$ cat src/rtl/kfpga_config_loader.sv
// kfpga_config_loader: streams bitstream words LSB-first into the fabric configuration chain.
// Optional CRC-16-CCITT trailer check enabled by defining KFPGA_CONFIG_CRC_EN.
`timescale 1ns/1ps
module kfpga_config_loader #(
    parameter int WORD_WIDTH   = 32,
    parameter int CHAIN_LENGTH = 4096,
    parameter int CLEAR_CYCLES = 4,
    parameter int COUNT_WIDTH  = 16
) (
    input  logic                  clock,
    input  logic                  reset,
    input  logic                  start,
    input  logic [WORD_WIDTH-1:0] word_in,
    input  logic                  word_valid,
    output logic                  word_ready,
    output logic                  config_out,
    output logic                  config_enable,
    output logic                  config_nreset,
    output logic                  busy,
    output logic                  done,
    output logic                  error
);
    localparam int NUM_WORDS = (CHAIN_LENGTH + WORD_WIDTH - 1) / WORD_WIDTH;
    localparam int LAST_BITS = CHAIN_LENGTH - (NUM_WORDS - 1) * WORD_WIDTH;
    localparam int RW        = $clog2(WORD_WIDTH + 1);
    localparam int CW        = $clog2(CLEAR_CYCLES + 1);

    typedef enum logic [2:0] {IDLE, CLEAR, LOAD, CHECK, DONE} state_t;

    state_t                 state;
    logic [WORD_WIDTH-1:0]  shreg;
    logic [RW-1:0]          rem;
    logic [COUNT_WIDTH-1:0] bit_cnt;
    logic [COUNT_WIDTH-1:0] word_cnt;
    logic [CW-1:0]          clr_cnt;
    logic                   take;
    logic                   last_bit;
`ifdef KFPGA_CONFIG_CRC_EN
    logic [15:0]            crc;
`endif

    // rem counts the bit currently on config_out plus those still queued behind it
`ifdef KFPGA_CONFIG_CRC_EN
    assign word_ready = (state == LOAD && rem <= RW'(1) && word_cnt < COUNT_WIDTH'(NUM_WORDS)) || state == CHECK;
`else
    assign word_ready = state == LOAD && rem <= RW'(1) && word_cnt < COUNT_WIDTH'(NUM_WORDS);
`endif
    assign take     = word_valid && word_ready;
    assign last_bit = state == LOAD && config_enable && bit_cnt == COUNT_WIDTH'(CHAIN_LENGTH - 1);
    assign busy     = state == CLEAR || state == LOAD || state == CHECK;

    always_ff @(posedge clock) begin
        if (reset) begin
            state         <= IDLE;
            config_out    <= 1'b0;
            config_enable <= 1'b0;
            config_nreset <= 1'b1;
            done          <= 1'b0;
            error         <= 1'b0;
            shreg         <= '0;
            rem           <= '0;
            bit_cnt       <= '0;
            word_cnt      <= '0;
            clr_cnt       <= '0;
`ifdef KFPGA_CONFIG_CRC_EN
            crc           <= 16'hFFFF;
`endif
        end else begin
            case (state)
                IDLE, DONE: if (start) begin
                    state         <= CLEAR;
                    config_nreset <= 1'b0;
                    clr_cnt       <= CW'(CLEAR_CYCLES - 1);
                    done          <= 1'b0;
                    error         <= 1'b0;
                    bit_cnt       <= '0;
                    word_cnt      <= '0;
                    rem           <= '0;
`ifdef KFPGA_CONFIG_CRC_EN
                    crc           <= 16'hFFFF;
`endif
                end
                CLEAR: if (clr_cnt == '0) begin
                    state         <= LOAD;
                    config_nreset <= 1'b1;
                end else begin
                    clr_cnt <= clr_cnt - CW'(1);
                end
                LOAD: begin
                    if (config_enable) begin
                        bit_cnt <= bit_cnt + COUNT_WIDTH'(1);
`ifdef KFPGA_CONFIG_CRC_EN
                        crc <= {crc[14:0], 1'b0} ^ ({16{crc[15] ^ config_out}} & 16'h1021);
`endif
                    end
                    // the final word only feeds its low LAST_BITS bits into the chain
                    if (take) begin
                        config_out    <= word_in[0];
                        config_enable <= 1'b1;
                        shreg         <= word_in >> 1;
                        rem           <= word_cnt == COUNT_WIDTH'(NUM_WORDS - 1) ? RW'(LAST_BITS) : RW'(WORD_WIDTH);
                        word_cnt      <= word_cnt + COUNT_WIDTH'(1);
                    end else if (rem > RW'(1)) begin
                        config_out <= shreg[0];
                        shreg      <= shreg >> 1;
                        rem        <= rem - RW'(1);
                    end else begin
                        config_out    <= 1'b0;
                        config_enable <= 1'b0;
                        rem           <= '0;
                    end
                    if (last_bit) begin
`ifdef KFPGA_CONFIG_CRC_EN
                        state <= CHECK;
`else
                        state <= DONE;
                        done  <= 1'b1;
`endif
                    end
                end
`ifdef KFPGA_CONFIG_CRC_EN
                CHECK: if (take) begin
                    state <= DONE;
                    done  <= word_in[15:0] == crc;
                    error <= word_in[15:0] != crc;
                end
`endif
                default: state <= IDLE;
            endcase
        end
    end
endmodule

$ cat config.mk
export PLATFORM = sky130hd
export DESIGN_NAME = kfpga_config_loader
export DESIGN_NICKNAME = d
export VERILOG_FILES = /design/src/rtl/kfpga_config_loader.sv
export SDC_FILE = /design/constraint.sdc
export NUM_CORES = 1
export LEC_CHECK = 0
export CORE_ASPECT_RATIO = 0.8
export CORE_MARGIN = 5
export CORE_UTILIZATION = 28
export DETAILED_ROUTE_END_ITERATION = 8
export PLACE_DENSITY = 0.46
export SLEW_MARGIN = 0
export SYNTH_ARGS = -nofsm -noshare
export SYNTH_HDL_FRONTEND = slang
export SYNTH_SLANG_ARGS = --single-unit
$ cat constraint.sdc
create_clock -name clock -period 2.55 [get_ports clock]
set_clock_uncertainty 0.05 [all_clocks]
set_input_delay 0.3825 -clock clock [delete_from_list [all_inputs] [get_ports clock]]
set_output_delay 0.3825 -clock clock [all_outputs]
set_load 0.03 [all_outputs]
# == Yosys cells after proc, flatten, opt, wreduce, memory -nomap -nowiden ==
# Index checks and enable logic that the tools add are counted.
# Widths: inputs -> output; s select.
# classes
n_addsub,4
n_mul,0
div_mod_pow,0
order_cmp,3
eq_ne,12
shift,0
mux,27
bitwise_logic,0
n_reduce_logical,22
# op_table
cell,count
$mux 32,2
$pmux 16 s2,2
$mux 16,3
$add 16x1->16 const B,2
$mux 6,3
$reduce_and 3->1,6
$eq 16x12->1 const B,1
$lt 16x8->1 const B,1
$mux 3,5
$ne 2x2->1 const B,6
$pmux 6 s2,1
$pmux 3 s3,1
$mux 1,7
$eq 3x2->1 const B,2
$gt 6x1->1 const B,1
$le 6x1->1 const B,1
$logic_not 3->1,2
$pmux 3 s2,1
$reduce_and 2->1,3
$reduce_bool 2->1,3
$sub 6x1->6 const B,1
$logic_and 1x1->1,5
$pmux 1 s2,2
$eq 3x1->1 const B,1
other kinds (5),6
# totals
reg_bits,80
latch_bits,0
ramBits,0
mem_bits_ro,0
out_inout_bits,7
wordCells,78
mem_count,0

# == Logic depth before layout (Yosys ltp) ==
# Gate-level depths: netlist of run 1.
# depth
word_depth,6
depth_mapped,9
mapped_depth_nobuf,7

# == Worst setup path after synthesis of run 1 ==
# OpenSTA, ideal clock, no wires.
# synth_timing
path_type,register to register
from,reg state[0]
to,reg word_cnt[5]
setup_time_ns,0.071
arrival_ns,1.877
required_time_ns,2.429
path_slack_ns,0.553
stages_incl_launch_ff,7
synth_period_minus_slack_ns,1.997
cell_sequence,dfxtp_1 -> clkbuf_1 -> or3b_1 -> nor3_4 -> nand3_2 -> or4_1 -> a21oi_1
# synth_between
elab_chain_cells,6
word_cells_on_any_way,12
cone_classes,4 x eq/ne; 1 x mux; 7 x reduce/logical
# synth_lines
item,line,source
from (decl),30,state_t state;
from (signal assigned),54,state <= IDLE;
from (signal assigned),71,state <= CLEAR;
from (signal assigned),84,state <= LOAD;
$eq 3x2->1,"46, 69",
$logic_and 1x1->1 (2 in series),46,assign word_ready = state == LOAD && rem <= RW'(1) && word_cnt < COUNT_WIDTH'(NUM_WORDS);
$logic_and 1x1->1,48,assign take = word_valid && word_ready;
$ne 2x2->1 (no line),n/a,
$reduce_and 3->1 (no line),n/a,
to (signal assigned),102,word_cnt <= word_cnt + COUNT_WIDTH'(1);
to (decl),34,logic [COUNT_WIDTH-1:0] word_cnt;
# Parallel ways exist; a longest one is shown, timed or not.
# A chain may end at the register's enable or synchronous reset.

# == Final worst setup path of run 1 ==
# layout_timing
from,reg rem[2]
to,out word_ready
# layout_between
elab_chain_cells,3
# layout_lines
item,line,source
from (decl),32,logic [RW-1:0] rem;
from (signal assigned),101,rem <= word_cnt == COUNT_WIDTH'(NUM_WORDS - 1) ? RW'(LAST_BITS) : RW'(WORD_WIDTH);
from (signal assigned),106,rem <= rem - RW'(1);
$le 6x1->1,46,
$logic_and 1x1->1 (2 in series),46,
to (decl),15,"output logic word_ready,"
# No other way between the ends.

==> results of run 1 <==
final timing paths:
| path | start | end | slack, ns | cells past startpoint |
|---|---|---|---|---|
| setup / recovery | rem[2] | word_ready | 0.19 | 4 |
| hold / removal | done | done | 0.40 | 2 |
| setup reg to reg | rem[2] | word_cnt[5] | 0.37 | 5 |
| hold reg to reg | done | done | 0.40 | 2 |
placed cells by master, fill, tap and decap left out, types with 2 or more instances in the layout:
cell type        instances
a211oi_1                 5
a21oi_1                 20
a31oi_1                  3
and2_1                  11
and3_1                   7
and4_1                   2
buf_4                   15
clkbuf_1                 2
clkbuf_16                9
clkbuf_8                 2
clkdlybuf4s50_1         39
dfxtp_1                 79
ha_1                     6
inv_1                    7
nand2_1                 11
nand2b_1                 5
nand3_1                 12
nand3b_1                 3
nand4_1                 11
nor2_1                 125
nor2b_1                  3
nor3_1                   6
nor4_1                  31
o21ai_0                  7
o31ai_1                  2
or3_1                    4
or4_1                    3
xnor2_1                  5
xor2_1                  11
per-layer routing:
layer / part of all wire / wire length, um / track usage / up-vias
li1: - / - / - / 1517
met3: 0.034 / 280 / 0.04558 / 9
met5: 0 / 0 / 0 / -
met2: 0.44 / 3644 / 0.1835 / 38
met4: 0.012 / 98 / 0.04006 / 0
met1: 0.51 / 4197 / 0.1590 / 1359
worst max-delay path: cells and delay by family, from the launching register on:
family | cells | cell delay (ns)
flops | 1 | 0.35
buf+inv | 1 | 0.20
simple gates | 3 | 1.04
registers in the layout, summed over array words and instances, names as in the netlist:
name           cells
done               1
shreg             31
word_cnt          16
config_out         1
config_enable      1
rem                6
state              3
bit_cnt           16
config_nreset      1
clr_cnt            3
kinds of logic after synthesis:
group	synth area share
other	0.001113
adder cells (fa/ha/maj)	0.02228
AO/OA/AOI/OAI	0.07019
AND/OR/NAND/NOR	0.3583
flip-flops	0.4694
buffers and inverters	0.03713
XOR/XNOR	0.04159
repair_timing:
| item | CTS | global route |
|---|---|---|
| buffers inserted | 0 | 0 |
| hold buffers | 0 | 0 |
| gates resized for setup | 2 | 1 |
| setup endpoints to repair | 1 | 1 |
cell type report:
class | instances | area [um2]
Fill cell | 1241 | 7391
Multi-Input combinational cell | 307 | 1667
Sequential cell | 79 | 1582
Timing Repair Buffer | 57 | 533.0
Clock buffer | 13 | 260.3
Tap cell | 148 | 185.2
Inverter | 7 | 26.28
Clock inverter | 1 | 5.005
stage by stage:
step / total power, mW / setup WS [ns]
floorplan: 1.571 / 0.5526
global placement: 1.723 / 0.09621
detailed placement: 1.729 / 0.07522
CTS: 2.920 / 0.007837
global route: 3.024 / 0.1050
finish: 2.869 / 0.1884
power by group through the flow:
stage	clock network (mW)	logic (mW)	registers, mW
finish	1.17	0.370	1.33
global route	1.27	0.414	1.34
CTS	1.21	0.376	1.33
detailed placement	0	0.374	1.36
global placement	0	0.369	1.35
floorplan	0	0.215	1.36
==> metrics.csv, run 1 <==
metric,value,unit
status,finished clean,
die_w,132.6,um
cts_root_buffer,clkbuf_16,
synth_common_cells,"nor2_1, dfxtp_1, nor4_1, a21oi_1, clkbuf_1",
grt_first_pass_wirelength,13.99,mm
power.switching,712.1,uW
synth_top_area_cell,dfxtp_1,
fin_nets,503,
tritoncts,yes,
ios,43,
final_cells,612,
start_util,0.2893,
slowest_delay,0.59,ns
setup_violations,0,
critical_path_required,2.12,ns
wl_per_cell,13.43,um
fin_util,0.3655,
p_seq_frac,0.463,
grt_max_degree,37,
async_flop_share,0,
grt_pass1_vias,2901,
htreeDepth,3,
irDropWorstVdd,0.2911,mV
netlist_area,3369,um2
routed_wirelength,8.221,mm
crit_fanout,5,
dr.pass1.iters,4,
fin_crit_sh,0.9261,
placed_area,3998,um2
arrival,1.93,ns
worst_setup_hold_path_clk_slew,0.06,ns
ant_nets,0,
period_needed,2.362,ns
fp.dieArea,14340,um2
drive_gt1_frac,0.07759,
fin_hold_ws,0.3960,ns
cts_sinks,79,
start_kind,flop,
place_inst,598,
post_synth.cell_area_avg,8.100,um2
cts.path.max_buffers,2,
p_int,2.157,mW
worstSkewPairLatency,0.34,ns
powerDensity,673.9,nW/um2
yosysWarnings,0,
die_y,108.1,um
io_buffers,41,
core_area,11650,um2
synth_area_leaders,"dfxtp_1, nor2_1, nor4_1",
power.leakage,1.634,nW
grt_setup_unrepaired,no,
antenna_found_initial,0,
track_usage,0.1210,
yosysSeqAreaShare,0.4694,
pwr-share-clk,0.408,
hpwl,5.652,mm
max_freq,423.4,MHz
netlist_instances,416,
holdCritPathClass,reg2reg,
synth-seq-cells,79,
syn_to_final_growth,26.36,%
avgViaCountPerCell,4.776,
drc,0,
final_area,4258,um2
overflow,0,
p_sw_frac,0.2482,
vias,2923,
place_congestion,0.7554,
criticalPathCategory,reg2out,
synth.most_common_cell,nor2_1,
drt_first_iter_violations,123,
setup_tns,0,ns
finalHoldViolCount,0,
worst_setup_path_end_kind,output port,
synth_edf_count,0,
path_cells,"or4_4, nor3_4, and2_1, clkbuf_2",
cts_buffers,9,
drv_slew,0,
rows,35,
synth_top_area_share,0.4694,
p_comb_frac,0.129,
max-cap-violations,0,
diodes,0,
syn_nets,458,
synth_ff_type,dfxtp_1,
synth_cell_types,41,
slowest_stage,or4_4,
Power figures use the tool's default switching activity.
==> run 2: changes to the inputs <==
Settings changed: CTS_CLUSTER_SIZE set to 12.
==> results of run 2 <==
No change in the layout: final DEF, timing and power equal those of run 1.
